===== src/rtl/if_id_stage_if.sv =====
// Fetch-stage bus: hazard/redirect controls, instruction-memory port and
// the IF/ID register outputs handed to the decoder.
//   master : the fetch stage itself (drives PC, imem address and IF/ID)
//   slave  : the surrounding pipeline (hazard unit, EX redirect, imem, ID)
interface if_id_stage_if;
  logic        stall;
  logic        flush;
  logic        redirect_valid;
  logic [31:0] redirect_target;
  logic [31:0] imem_rdata;
  logic [31:0] imem_addr;
  logic [31:0] pc;
  logic [31:0] IF_ID_instr;
  logic [31:0] IF_ID_pc_add_out;
  logic        IF_ID_valid;

  modport master (
    input  stall, flush, redirect_valid, redirect_target, imem_rdata,
    output imem_addr, pc, IF_ID_instr, IF_ID_pc_add_out, IF_ID_valid
  );

  modport slave (
    output stall, flush, redirect_valid, redirect_target, imem_rdata,
    input  imem_addr, pc, IF_ID_instr, IF_ID_pc_add_out, IF_ID_valid
  );
endinterface


===== src/rtl/if_id_stage.sv =====
// if_id_stage: fetch stage plus IF/ID pipeline register.
// Owns the PC, drives the instruction-memory address and captures the
// fetched word with its PC+4 one clock later. Priority per edge:
// redirect > flush > stall > normal fetch. Reset is synchronous, active low.
// Optional feature macro: IF_ID_PERF_CNT_EN adds saturating stall/flush
// performance counters as extra output ports.
module if_id_stage #(
  parameter logic [31:0] RESET_PC  = 32'h0000_3000,
  parameter logic [31:0] NOP_INSTR = 32'h0000_0000
) (
  input  logic        clock,
  input  logic        reset,
  if_id_stage_if.master bus
`ifdef IF_ID_PERF_CNT_EN
  ,
  output logic [31:0] perf_stall_cnt,
  output logic [31:0] perf_flush_cnt
`endif
);

  logic [31:0] pc_q,       pc_d;
  logic [31:0] instr_q,    instr_d;
  logic [31:0] pc_add_q,   pc_add_d;
  logic        valid_q,    valid_d;
  logic [31:0] pc_plus4;

  // Wraps modulo 2^32, so 32'hFFFF_FFFC steps to 32'h0.
  assign pc_plus4 = pc_q + 32'd4;

  // Next-state selection for PC and IF/ID following the control priority.
  always_comb begin
    pc_d     = pc_q;
    instr_d  = instr_q;
    pc_add_d = pc_add_q;
    valid_d  = valid_q;
    if (bus.redirect_valid) begin
      // Target is forced word-aligned so pc[1:0] stays zero.
      pc_d     = bus.redirect_target & ~32'd3;
      instr_d  = NOP_INSTR;
      pc_add_d = 32'h0;
      valid_d  = 1'b0;
    end else if (bus.flush) begin
      // A stalled flush squashes IF/ID but must not advance the PC.
      pc_d     = bus.stall ? pc_q : pc_plus4;
      instr_d  = NOP_INSTR;
      pc_add_d = 32'h0;
      valid_d  = 1'b0;
    end else if (!bus.stall) begin
      pc_d     = pc_plus4;
      instr_d  = bus.imem_rdata;
      pc_add_d = pc_plus4;
      valid_d  = 1'b1;
    end
  end

  // PC and IF/ID register update with synchronous active-low reset.
  always_ff @(posedge clock) begin
    if (!reset) begin
      pc_q     <= RESET_PC;
      instr_q  <= NOP_INSTR;
      pc_add_q <= 32'h0;
      valid_q  <= 1'b0;
    end else begin
      pc_q     <= pc_d;
      instr_q  <= instr_d;
      pc_add_q <= pc_add_d;
      valid_q  <= valid_d;
    end
  end

  assign bus.pc               = pc_q;
  assign bus.imem_addr        = pc_q;
  assign bus.IF_ID_instr      = instr_q;
  assign bus.IF_ID_pc_add_out = pc_add_q;
  assign bus.IF_ID_valid      = valid_q;

`ifdef IF_ID_PERF_CNT_EN
  logic [31:0] stall_cnt_q, stall_cnt_d;
  logic [31:0] flush_cnt_q, flush_cnt_d;

  // Count pure stall edges and squash edges; both saturate at all-ones.
  always_comb begin
    stall_cnt_d = stall_cnt_q;
    flush_cnt_d = flush_cnt_q;
    if (bus.redirect_valid || bus.flush) begin
      if (flush_cnt_q != 32'hFFFF_FFFF) flush_cnt_d = flush_cnt_q + 32'd1;
    end else if (bus.stall) begin
      if (stall_cnt_q != 32'hFFFF_FFFF) stall_cnt_d = stall_cnt_q + 32'd1;
    end
  end

  // Counter registers, cleared by reset.
  always_ff @(posedge clock) begin
    if (!reset) begin
      stall_cnt_q <= 32'h0;
      flush_cnt_q <= 32'h0;
    end else begin
      stall_cnt_q <= stall_cnt_d;
      flush_cnt_q <= flush_cnt_d;
    end
  end

  assign perf_stall_cnt = stall_cnt_q;
  assign perf_flush_cnt = flush_cnt_q;
`endif

endmodule


===== src/flat_wrapper.sv =====
// flat-port wrapper written by rule: the top's interface ports become plain ports
module if_id_stage_flat 
#(
  parameter logic [31:0] RESET_PC  = 32'h0000_3000,
  parameter logic [31:0] NOP_INSTR = 32'h0000_0000
)
  (clock, reset, bus_stall, bus_flush, bus_redirect_valid, bus_redirect_target, bus_imem_rdata, bus_imem_addr, bus_pc, bus_IF_ID_instr, bus_IF_ID_pc_add_out, bus_IF_ID_valid);
  if_id_stage_if bus_i ();
  input  logic clock;
  input  logic reset;
  input wire logic [$bits(bus_i.stall)-1:0] bus_stall;
  input wire logic [$bits(bus_i.flush)-1:0] bus_flush;
  input wire logic [$bits(bus_i.redirect_valid)-1:0] bus_redirect_valid;
  input wire logic [$bits(bus_i.redirect_target)-1:0] bus_redirect_target;
  input wire logic [$bits(bus_i.imem_rdata)-1:0] bus_imem_rdata;
  output wire logic [$bits(bus_i.imem_addr)-1:0] bus_imem_addr;
  output wire logic [$bits(bus_i.pc)-1:0] bus_pc;
  output wire logic [$bits(bus_i.IF_ID_instr)-1:0] bus_IF_ID_instr;
  output wire logic [$bits(bus_i.IF_ID_pc_add_out)-1:0] bus_IF_ID_pc_add_out;
  output wire logic [$bits(bus_i.IF_ID_valid)-1:0] bus_IF_ID_valid;
  assign bus_i.stall = bus_stall;
  assign bus_i.flush = bus_flush;
  assign bus_i.redirect_valid = bus_redirect_valid;
  assign bus_i.redirect_target = bus_redirect_target;
  assign bus_i.imem_rdata = bus_imem_rdata;
  assign bus_imem_addr = bus_i.imem_addr;
  assign bus_pc = bus_i.pc;
  assign bus_IF_ID_instr = bus_i.IF_ID_instr;
  assign bus_IF_ID_pc_add_out = bus_i.IF_ID_pc_add_out;
  assign bus_IF_ID_valid = bus_i.IF_ID_valid;
  if_id_stage #(.RESET_PC(RESET_PC), .NOP_INSTR(NOP_INSTR)) u_core (.clock(clock), .reset(reset), .bus(bus_i));
endmodule

===== config.mk =====
export PLATFORM = sky130hd
export DESIGN_NAME = if_id_stage_flat
export DESIGN_NICKNAME = d
export VERILOG_FILES = /design/src/rtl/if_id_stage_if.sv /design/src/rtl/if_id_stage.sv /design/src/flat_wrapper.sv
export SDC_FILE = /design/constraint.sdc
export NUM_CORES = 1
export LEC_CHECK = 0
export CORE_MARGIN = 10
export CORE_UTILIZATION = 25
export CTS_BUF_LIST = sky130_fd_sc_hd__clkbuf_2 sky130_fd_sc_hd__clkbuf_4 sky130_fd_sc_hd__clkbuf_8
export DETAILED_ROUTE_END_ITERATION = 10
export PLACE_DENSITY = 0.52
export SETUP_SLACK_MARGIN = 0.1
export SYNTH_ARGS = -nofsm -noshare
export SYNTH_HDL_FRONTEND = slang
export SYNTH_SLANG_ARGS = --single-unit

===== constraint.sdc =====
create_clock -name clock -period 2.58 [get_ports clock]
set_clock_uncertainty 0.15 [all_clocks]
set_input_delay 0.387 -clock clock [delete_from_list [all_inputs] [get_ports clock]]
set_output_delay 0.387 -clock clock [all_outputs]
set_load 0.03 [all_outputs]

---- Word level (Yosys, flattened, before mapping) ----
Cells that the tools add are included.
storage, ports and cells
  register bits ........................... 97
  bits in latches ......................... 0
  RAM bits ................................ 0
  bits in read-only memories .............. 0
  logic and storage cells ................. 12
  memories kept ........................... 0
cells by class
  $add $sub $neg .......................... 1
  multipliers ............................. 0
  div/mod/pow operators ................... 0
  $lt $le $gt $ge ......................... 0
  equal/unequal tests ..................... 1
  shift-type cells ........................ 0
  multiplexer cells ....................... 2
  bitwise logic cells ..................... 1
  reduce and logical (&&, ||, !) cells .... 2
operators by type and width
  operator                                                         count
  32-bit two-way mux                                               2
  32-bit by 3-bit adder with 32-bit output, second input constant  1
  3-bit OR reduction                                               1
  2-bit by 1-bit != test with 1-bit output, second input constant  1
  2-bit OR reduction                                               1
  1-bit NOT                                                        1

---- Logic depth before layout (Yosys ltp) ----
Gate-level depths: netlist (run 1).
  depth in word-level cells ............... 3
  gate-level depth with buffers ........... 7
  depth with buffers taken out ............ 6

---- Worst setup path before layout (run 1) ----
Ideal clock, no wire load.
  kind .................................... reg2reg
  from .................................... reg u_core.pc_q[2], in the netlist u_core.bus.imem_addr[2]
  to ...................................... reg u_core.pc_q[24], in the netlist u_core.bus.imem_addr[24]
  library setup time ...................... 0.132 ns
  arrival ................................. 2.097 ns
  slack ................................... 0.201 ns
  stages on the path, launching flop included .. 8
  buffers on the path ..................... 1
  cell sequence ........................... dfxtp_1 -> ha_1 -> nand3_2 -> buf_6 -> or4_4 -> nor4_4 -> xnor2_1 -> a21oi_1
on the way
  word-level cells in the longest chain between the ends .. 3
RTL lines
  item                                      line                                  RTL
  start, declared                           if_id_stage.sv:21                     logic [31:0] pc_q, pc_d;
  start signal, assigned                    if_id_stage.sv:64                     pc_q <= pc_d;
  32-bit by 3-bit adder with 32-bit output  if_id_stage.sv:28                     assign pc_plus4 = pc_q + 32'd4;
  32-bit two-way mux                        if_id_stage.sv:44, if_id_stage.sv:48
  32-bit two-way mux                        if_id_stage.sv:36                     if (bus.redirect_valid) begin
No other way between the ends. The select of a mux whose other input is x is not followed.
A chain may end at the register's enable or synchronous reset.

---- Worst setup path after layout (run 1) ----
  from .................................... reg u_core.pc_q[21], in the netlist u_core.bus.imem_addr[21]
  to ...................................... out bus_imem_addr[21]
RTL lines
  item           line                RTL
  end, declared  flat_wrapper.sv:16  output wire logic [$bits(bus_i.imem_addr)-1:0] bus_imem_addr;
No word-level cell between the ends.

==> impl_metrics.py, run 1 <==
metrics = {
    "clock_network": {
        "cts_root_buf": "clkbuf_8",
        "cts.sinks": 93,
        "post_cts_buffers": 0,
        "hold_buffers": 0,
        "cts_resized": 0,
        "cts_tree": "built",
        "cts_made_buffers": 9,
        "clockBufferDepth": 2,
        "insertion_delay_ns": 0.38,
        "clk_pin_slew_ns": 0.09,
        "htree_levels": 3,
    },
    "critical_path": {
        "r2r_end": "u_core.bus.IF_ID_pc_add_out[24]",
        "startpoint": "u_core.bus.imem_addr[21]",
        "max_stage_delay_ns": 0.76,
        "crit_family": "buffers and inverters",
        "required_ns": 2.04,
        "path_buf_inv": 1,
        "cp-end-kind": "output port",
        "cp.depth": 1,
        "critical_path_class": "reg -> out",
        "r2r_cells": 5,
        "path_max_fanout": 9,
        "r2r_slack_ns": 0.37,
        "cp-start-kind": "flop",
        "cpMaxStageDelayCell": "clkdlybuf4s50_1",
        "cp-endpoint": "bus_imem_addr[21]",
        "cp_cell_sequence": "clkdlybuf4s50_1",
        "reg2reg_from": "u_core.bus.imem_addr[5]",
        "critPathArrivalTime_ns": 1.71,
    },
    "sta": {
        "setup_tns_ns": 0,
        "hold_slack_ns": 0.318,
        "timing.fmax_mhz": 446,
        "maxSlewHeadroom": 0.440,
        "grt_setup_unrepaired": "false",
        "fin_crit_ns": 2.24,
        "post-route-period-util": 0.870,
        "fin_ws_ns": 0.336,
        "setup_viol": 0,
        "hold_viol": 0,
        "final-max-slew-violation-count": 0,
        "tightest_slew_ns": 0.840,
    },
    "pwr": {
        "power_frac_comb": 0.217,
        "power_mw": 3.18,
        "p_int_mw": 2.21,
        "leakage_nw": 2.34,
        "clkPwrFrac": 0.293,
        "switching_share": 0.304,
        "switching_power_uw": 965,
        "p_seq_frac": 0.490,
        "peakVddDrop_v": 0.000230,
        "p_per_area_nw_per_um2": 482,
    },
    "floorplanning": {
        "dieHeight_um": 154,
        "initial_core_util": 0.253,
        "io_pins": 198,
        "dieArea_um2": 23900,
        "num_rows": 49,
        "fp.dieW_um": 154,
        "fp.coreArea_um2": 17900,
    },
    "finish": {
        "n_antenna_cell": 0,
        "nFillCells": 1828,
        "multi_input_area_um2": 2220,
        "seqCellArea_um2": 1860,
        "fin_nets": 738,
        "drive_gt1_frac": 0.0713,
        "final_cell_area_um2": 6590,
        "finish.utilization": 0.368,
        "syn2layout_area_growth_pct": 45.8,
        "instances_no_fill": 902,
    },
    "detailed_routing": {
        "wire_per_inst_um": 17.2,
        "vias": 4078,
        "drt-vias-per-instance": 4.52,
        "firstDrtPassIters": 5,
        "wl_um": 15500,
        "ant_nets": 0,
        "drtIter0Drc": 218,
        "drt_drc_violations_left": 0,
    },
    "run_status": {
        "outcome": "completed",
    },
    "yosys": {
        "synth_top_family_by_area": "simple AND/OR/NAND/NOR gates",
        "synth_area_per_cell_um2": 8.68,
        "muxShareOfSynthArea": 0.0864,
        "synth_top_area_frac": 0.412,
        "synthTopCellsByCount": "dfxtp_1, nor2_1, o21ai_0",
        "ys_warn_count": 0,
        "synth.distinct_cells": 39,
        "synthAdderAreaFrac": 0.00277,
        "yosysMostFrequentCell": "dfxtp_1",
        "synth_top_cell_by_area": "dfxtp_1",
        "synth_cells": 521,
        "synth_compound_area_frac": 0.111,
        "synth_edf_count": 0,
        "ys_ff_latch": 93,
        "syn_area_um2": 4520,
        "synth_ff_type": "dfxtp_1",
        "ys_seq_area_frac": 0.412,
        "async_flop_share": 0,
        "synth.top_cells.by_area": "dfxtp_1, mux2i_1, xor2_1, buf_4, o21ai_0",
        "synth-simple-area-share": 0.180,
        "synthXorXnorAreaFrac": 0.107,
    },
    "global_route": {
        "grt_pass1_vias": 4292,
        "antenna_found_initial": 2,
        "globalRoute.totalOverflow": 0,
        "grt_max_degree": 52,
        "grt_pass1_wl_um": 24300,
        "grt_util_all_layers": 0.128,
    },
    "place": {
        "placed_cells": 886,
        "placed_cell_area_um2": 6410,
        "hpwlAfterDp_um": 12000,
        "portBuffers": 189,
        "gp_congestion": 0.817,
        "place_ws_ns": 0.349,
    },
    "min_path": {
        "min_path_type": "reg -> reg",
    },
    "flow_run": {
        "drv_cap": 0,
    },
}
layout by cell type, fill, tap and decap left out, types with 2 or more instances in the layout:
master	netlist	routed
a211oi_1	2	2
a21oi_1	43	43
a31oi_1	2	2
and2_1	6	6
and3_1	2	2
and4_1	3	3
buf_4	36	19
clkbuf_8	0	11
clkdlybuf4s50_1	0	188
clkinv_2	0	3
conb_1	1	6
dfxtp_1	93	93
mux2i_1	39	39
nand2_1	26	26
nand3_1	13	13
nand4_1	16	16
nor2_1	56	56
nor2b_1	3	3
nor3_1	8	8
nor4_1	7	7
nor4_2	3	3
nor4_4	2	2
o21ai_0	49	49
or2_2	4	4
xnor2_1	24	24
xor2_1	31	31
registers in the layout, summed over array words and instances, names as in the netlist:
signal and cells:
u_core.bus.IF_ID_instr 32, u_core.bus.IF_ID_pc_add_out 30, u_core.bus.imem_addr 30, u_core.bus.IF_ID_valid 1
power by group through the flow:
stage                     clock network [mW]  registers (mW)  logic (mW)
after floorplan                            0            1.67       0.324
after global placement                     0            1.59       0.692
after detailed placement                   0            1.59       0.695
after CTS                              0.986            1.56       0.697
after global routing                    1.03            1.57       0.737
final                                  0.931            1.56       0.688
routing by layer:
metal	track usage	routed length [µm]	vias up
met2	0.205	7090	151
met3	0.0641	1700	17
li1	-	-	2035
met1	0.146	6520	1871
met4	0.0369	174	4
met5	0	23	-
how the worst min path moves through the flow:
stage                            start                  endpoint  slack (ns)  cells past startpoint
4_1_cts         u_core.bus.IF_ID_valid    u_core.bus.IF_ID_valid        0.32                      1
3_3_place_gp    u_core.bus.IF_ID_valid    u_core.bus.IF_ID_valid        0.29                      1
5_1_grt         u_core.bus.IF_ID_valid    u_core.bus.IF_ID_valid        0.34                      1
2_1_floorplan  bus_redirect_target[12]  u_core.bus.imem_addr[12]        0.36                      2
6_report        u_core.bus.IF_ID_valid    u_core.bus.IF_ID_valid        0.32                      1
3_5_place_dp    u_core.bus.IF_ID_valid    u_core.bus.IF_ID_valid        0.29                      1
cell families after synthesis:
family                   count (synthesis)
multiplexers                            39
AO/OA/AOI/OAI                           98
flip-flops                              93
other                                    1
buffers and inverters                   79
XOR/XNOR                                55
AND/OR/NAND/NOR                        155
adder cells (fa/ha/maj)                  1
cell type report:
cell class / count / area share
flip-flops and latches: 93 / 0.283
inverters: 2 / 0.00114
multi-input cells: 354 / 0.337
clock buffers: 12 / 0.0241
repair buffers: 208 / 0.308
clock inverters: 4 / 0.00342
well taps: 229 / 0.0435
Note: power is estimated with default switching activity, not from simulation.
==> run 2, diff against run 1 <==
==> constraint.sdc (replaced) <==
create_clock -name clock -period 2.58 [get_ports clock]
set_clock_uncertainty 0.15 [all_clocks]
set_input_delay 0.645 -clock clock [delete_from_list [all_inputs] [get_ports clock]]
set_output_delay 0.645 -clock clock [all_outputs]
set_load 0.03 [all_outputs]
==> impl_metrics.py, run 2 (same netlist as run 1, synthesis figures left out) <==
metrics = {
    "floorplanning": {
        "fp.dieW_um": 154,
        "io_pins": 198,
        "num_rows": 49,
        "dieHeight_um": 154,
        "fp.coreArea_um2": 17900,
        "initial_core_util": 0.253,
        "dieArea_um2": 23900,
    },
    "critical_path": {
        "cp-start-kind": "flop",
        "cp_cell_sequence": "clkdlybuf4s50_1",
        "path_max_fanout": 8,
        "required_ns": 1.78,
        "critical_path_class": "reg -> out",
        "path_buf_inv": 1,
        "critPathArrivalTime_ns": 1.62,
        "crit_family": "buffers and inverters",
        "max_stage_delay_ns": 0.74,
        "cp-end-kind": "output port",
        "cpMaxStageDelayCell": "clkdlybuf4s50_1",
    },
    "global_route": {
        "antenna_found_initial": 0,
        "globalRoute.totalOverflow": 0,
        "grt_util_all_layers": 0.127,
        "grt_max_degree": 53,
        "grt_pass1_wl_um": 24400,
        "grt_pass1_vias": 4276,
    },
    "finish": {
        "drive_gt1_frac": 0.0754,
        "largest_reg_flops": 32,
        "mostFrequentLayoutCell": "clkdlybuf4s50_1",
        "final_cell_area_um2": 6670,
        "n_antenna_cell": 0,
        "fin_nets": 741,
        "instances_no_fill": 905,
        "syn2layout_area_growth_pct": 47.4,
        "final_cell_mix": "clkdlybuf4s50_1, dfxtp_1, nor2_1",
        "finish.utilization": 0.372,
    },
    "sta": {
        "final-max-slew-violation-count": 0,
        "setup_viol": 0,
        "hold_slack_ns": 0.322,
        "fin_crit_ns": 2.42,
        "post-route-period-util": 0.938,
        "hold_viol": 0,
        "grt_setup_unrepaired": "false",
        "fin_ws_ns": 0.160,
        "setup_tns_ns": 0,
        "timing.fmax_mhz": 413,
        "tightest_slew_ns": 0.583,
        "maxSlewHeadroom": 0.608,
    },
    "pwr": {
        "power_mw": 3.18,
        "clkPwrFrac": 0.297,
        "switching_share": 0.321,
        "switching_power_mw": 1.02,
        "leakage_nw": 2.70,
        "p_per_area_nw_per_um2": 477,
        "peakVddDrop_v": 0.000222,
        "power_frac_comb": 0.213,
        "p_seq_frac": 0.490,
        "p_int_mw": 2.16,
    },
    "clock_network": {
        "cts_root_buf": "clkbuf_8",
        "cts_tree": "built",
        "hold_buffers": 0,
        "htree_levels": 3,
        "insertion_delay_ns": 0.38,
        "cts_made_buffers": 9,
        "clockBufferDepth": 2,
        "cts.sinks": 93,
        "post_cts_buffers": 0,
        "clk_pin_slew_ns": 0.10,
    },
    "place": {
        "placed_cells": 889,
        "portBuffers": 189,
        "place_ws_ns": 0.241,
        "hpwlAfterDp_um": 12100,
        "placed_cell_area_um2": 6440,
        "gp_congestion": 0.813,
    },
    "detailed_routing": {
        "drt-vias-per-instance": 4.54,
        "drtIter0Drc": 150,
        "wl_um": 15600,
        "ant_nets": 0,
        "firstDrtPassIters": 4,
        "vias": 4108,
        "drt_drc_violations_left": 0,
        "wire_per_inst_um": 17.2,
    },
    "min_path": {
        "min_path_type": "reg -> reg",
    },
    "flow_run": {
        "drv_cap": 0,
    },
    "run_status": {
        "outcome": "completed",
    },
}
==> run 2: worst paths after layout <==
check / end / slack [ns] / cells past startpoint / from
setup / recovery: bus_pc[10] / 0.16 / 1 / u_core.bus.imem_addr[10]
hold reg to reg: u_core.bus.IF_ID_valid / 0.32 / 1 / u_core.bus.IF_ID_valid
hold / removal: u_core.bus.IF_ID_valid / 0.32 / 1 / u_core.bus.IF_ID_valid
setup reg to reg: u_core.bus.IF_ID_pc_add_out[21] / 0.34 / 5 / u_core.bus.imem_addr[15]
==> run 2: power by group through the flow <==
stage / combinational [mW] / clock, mW / sequential (mW)
after floorplan: 0.324 / 0 / 1.67
after global placement: 0.694 / 0 / 1.59
after detailed placement: 0.697 / 0 / 1.59
after CTS: 0.692 / 0.993 / 1.56
after global routing: 0.729 / 1.05 / 1.57
final: 0.678 / 0.946 / 1.56
==> run 2: layout make-up <==
type / instances / area (µm²)
fill: 1853 / 11200
multi-input combinational: 354 / 2220
timing repair buffer: 211 / 2100
sequential: 93 / 1860
tap: 229 / 287
clock buffer: 9 / 124
clock inverter: 7 / 57.6
inverter: 2 / 7.51
==> run 2: repair_timing <==
action	CTS	global route
setup endpoints to repair	13	25
pin swaps	0	0
gates resized for setup	12	22
==> run 2: routing by layer <==
layer  wire, µm  vias to the layer above  track usage
li1           -                     2028            -
met1       6590                     1913        0.148
met2       7230                      153        0.205
met3       1600                       14       0.0616
met4        153                        0       0.0319
met5          0                        -            0
==> run 3, diff against run 2 <==
Settings changed: CTS_CLUSTER_DIAMETER from default to 30, PLACE_DENSITY 0.52 to 0.61.
==> impl_metrics.py, run 3 (same netlist as run 1, synthesis figures left out) <==
metrics = {
    "run_status": {
        "outcome": "completed",
    },
    "detailed_routing": {
        "ant_nets": 0,
        "drt_drc_violations_left": 0,
        "firstDrtPassIters": 6,
        "drt-vias-per-instance": 4.57,
        "wire_per_inst_um": 16.7,
        "vias": 4132,
        "drtIter0Drc": 203,
        "wl_um": 15100,
    },
    "min_path": {
        "hold_path_startpoint": "u_core.bus.IF_ID_pc_add_out[4]",
        "hold_depth": 2,
        "min_to": "u_core.bus.IF_ID_pc_add_out[4]",
        "min_path_type": "reg -> reg",
    },
    "floorplanning": {
        "fp.coreArea_um2": 17900,
        "dieArea_um2": 23900,
        "io_pins": 198,
        "num_rows": 49,
        "dieHeight_um": 154,
        "fp.dieW_um": 154,
        "initial_core_util": 0.253,
    },
    "clock_network": {
        "cts_tree": "built",
        "clockBufferDepth": 2,
        "cts_root_buf": "clkbuf_8",
        "htree_levels": 3,
        "cts.sinks": 93,
        "cts_made_buffers": 9,
        "post_cts_buffers": 0,
        "clk_pin_slew_ns": 0.09,
        "hold_buffers": 0,
        "insertion_delay_ns": 0.37,
    },
    "sta": {
        "timing.fmax_mhz": 415,
        "post-route-period-util": 0.933,
        "hold_viol": 0,
        "setup_viol": 0,
        "grt_setup_unrepaired": "false",
        "setup_tns_ns": 0,
        "maxSlewHeadroom": 0.617,
        "tightest_slew_ns": 0.570,
        "fin_crit_ns": 2.41,
        "final-max-slew-violation-count": 0,
    },
    "critical_path": {
        "critPathArrivalTime_ns": 1.61,
        "path_buf_inv": 1,
        "r2r_cells": 6,
        "critical_path_class": "reg -> out",
        "r2r_slack_ns": 0.41,
        "cpMaxStageDelayCell": "clkdlybuf4s50_1",
        "path_max_fanout": 8,
        "max_stage_delay_ns": 0.74,
        "cp_cell_sequence": "clkdlybuf4s50_1",
        "cp-end-kind": "output port",
        "crit_family": "buffers and inverters",
        "required_ns": 1.78,
        "reg2reg_from": "u_core.bus.imem_addr[2]",
        "cp-start-kind": "flop",
        "r2r_end": "u_core.bus.IF_ID_pc_add_out[24]",
    },
    "place": {
        "portBuffers": 189,
        "placed_cells": 889,
        "hpwlAfterDp_um": 11700,
        "gp_congestion": 0.860,
        "placed_cell_area_um2": 6460,
    },
    "finish": {
        "seqCellArea_um2": 1860,
        "nFillCells": 1881,
        "instances_no_fill": 905,
        "fin_nets": 741,
        "final_cell_mix": "clkdlybuf4s50_1, dfxtp_1, nor2_1",
        "drive_gt1_frac": 0.0754,
        "final_cell_area_um2": 6750,
        "multi_input_area_um2": 2220,
        "n_antenna_cell": 0,
        "syn2layout_area_growth_pct": 49.3,
        "mostFrequentLayoutCell": "clkdlybuf4s50_1",
        "largest_reg_flops": 32,
    },
    "pwr": {
        "leakage_nw": 2.78,
        "peakVddDrop_v": 0.000330,
        "power_mw": 3.36,
        "p_per_area_nw_per_um2": 498,
    },
    "global_route": {
        "grt_pass1_wl_um": 23500,
        "antenna_found_initial": 0,
        "grt_util_all_layers": 0.123,
        "grt_max_degree": 53,
        "globalRoute.totalOverflow": 0,
        "grt_pass1_vias": 4063,
    },
    "flow_run": {
        "drv_cap": 0,
    },
}
[run 3: changes by cell type in the layout (fill, tap and decap cells not counted)]
cell             change
clkinv_2             -1
dlygate4sd2_1       -11
inv_6                +1
buf_12               +1
clkdlybuf4s50_1      +4
clkinv_4             -1
clkbuf_4             +2
bufinv_16            +2
clkinvlp_4           -1
buf_4                -1
dlymetal6s2s_1       +7
inv_8                -2
[run 3: tightest hold or removal path, stage by stage (launching register included)]
cell     delay [ns]
dfxtp_1        0.32
nand2_1        0.06
a21oi_1        0.05
[run 3: power by group]
part | internal, mW | total [mW] | switching, mW
combinational | 0.315 | 0.683 | 0.368
sequential | 1.49 | 1.56 | 0.0697
clock | 0.574 | 1.12 | 0.548
total | 2.37 | 3.36 | 0.986
[run 3: worst max path at each step]
stage / from / endpoint / slack (ns) / depth (start not counted)
2_1_floorplan: u_core.bus.imem_addr[2] / u_core.bus.imem_addr[24] / 0.20 / 7
3_3_place_gp: u_core.bus.imem_addr[15] / u_core.bus.IF_ID_pc_add_out[23] / 0.40 / 5
3_5_place_dp: bus_redirect_valid / u_core.bus.IF_ID_instr[16] / 0.39 / 6
4_1_cts: u_core.bus.imem_addr[7] / bus_imem_addr[7] / 0.10 / 1
5_1_grt: u_core.bus.imem_addr[6] / bus_pc[6] / 0.10 / 2
6_report: u_core.bus.imem_addr[15] / bus_pc[15] / 0.17 / 1
[run 3: per-stage QoR]
stage / hold slack (ns) / worst slack (ns) / util
6_report: 0.321 / 0.172 / 0.377
5_1_grt: 0.354 / 0.102 / 0.377
4_1_cts: 0.316 / 0.101 / 0.373
3_5_place_dp: 0.294 / 0.387 / 0.361
3_3_place_gp: 0.289 / 0.397 / 0.361
2_1_floorplan: 0.442 / 0.201 / -
[run 3: cell type report]
type / instances / area share
flip-flops and latches: 93 / 0.276
inverters: 2 / 0.00111
clock buffers: 11 / 0.0206
clock inverters: 5 / 0.0122
multi-input cells: 354 / 0.329
repair buffers: 211 / 0.318
well taps: 229 / 0.0425
[run 3: per-layer routing]
| layer | up-vias | part of all wire | global-route usage |
|---|---|---|---|
| li1 | 2038 | - | - |
| met5 | - | 0 | 0 |
| met3 | 12 | 0.11 | 0.0605 |
| met2 | 147 | 0.46 | 0.194 |
| met4 | 0 | 0.0096 | 0.0283 |
| met1 | 1935 | 0.42 | 0.146 |
[run 3: what timing repair did]
action	CTS	global route
cloned	0	0
gates resized for setup	1	29
endpoints found under the setup margin	1	30
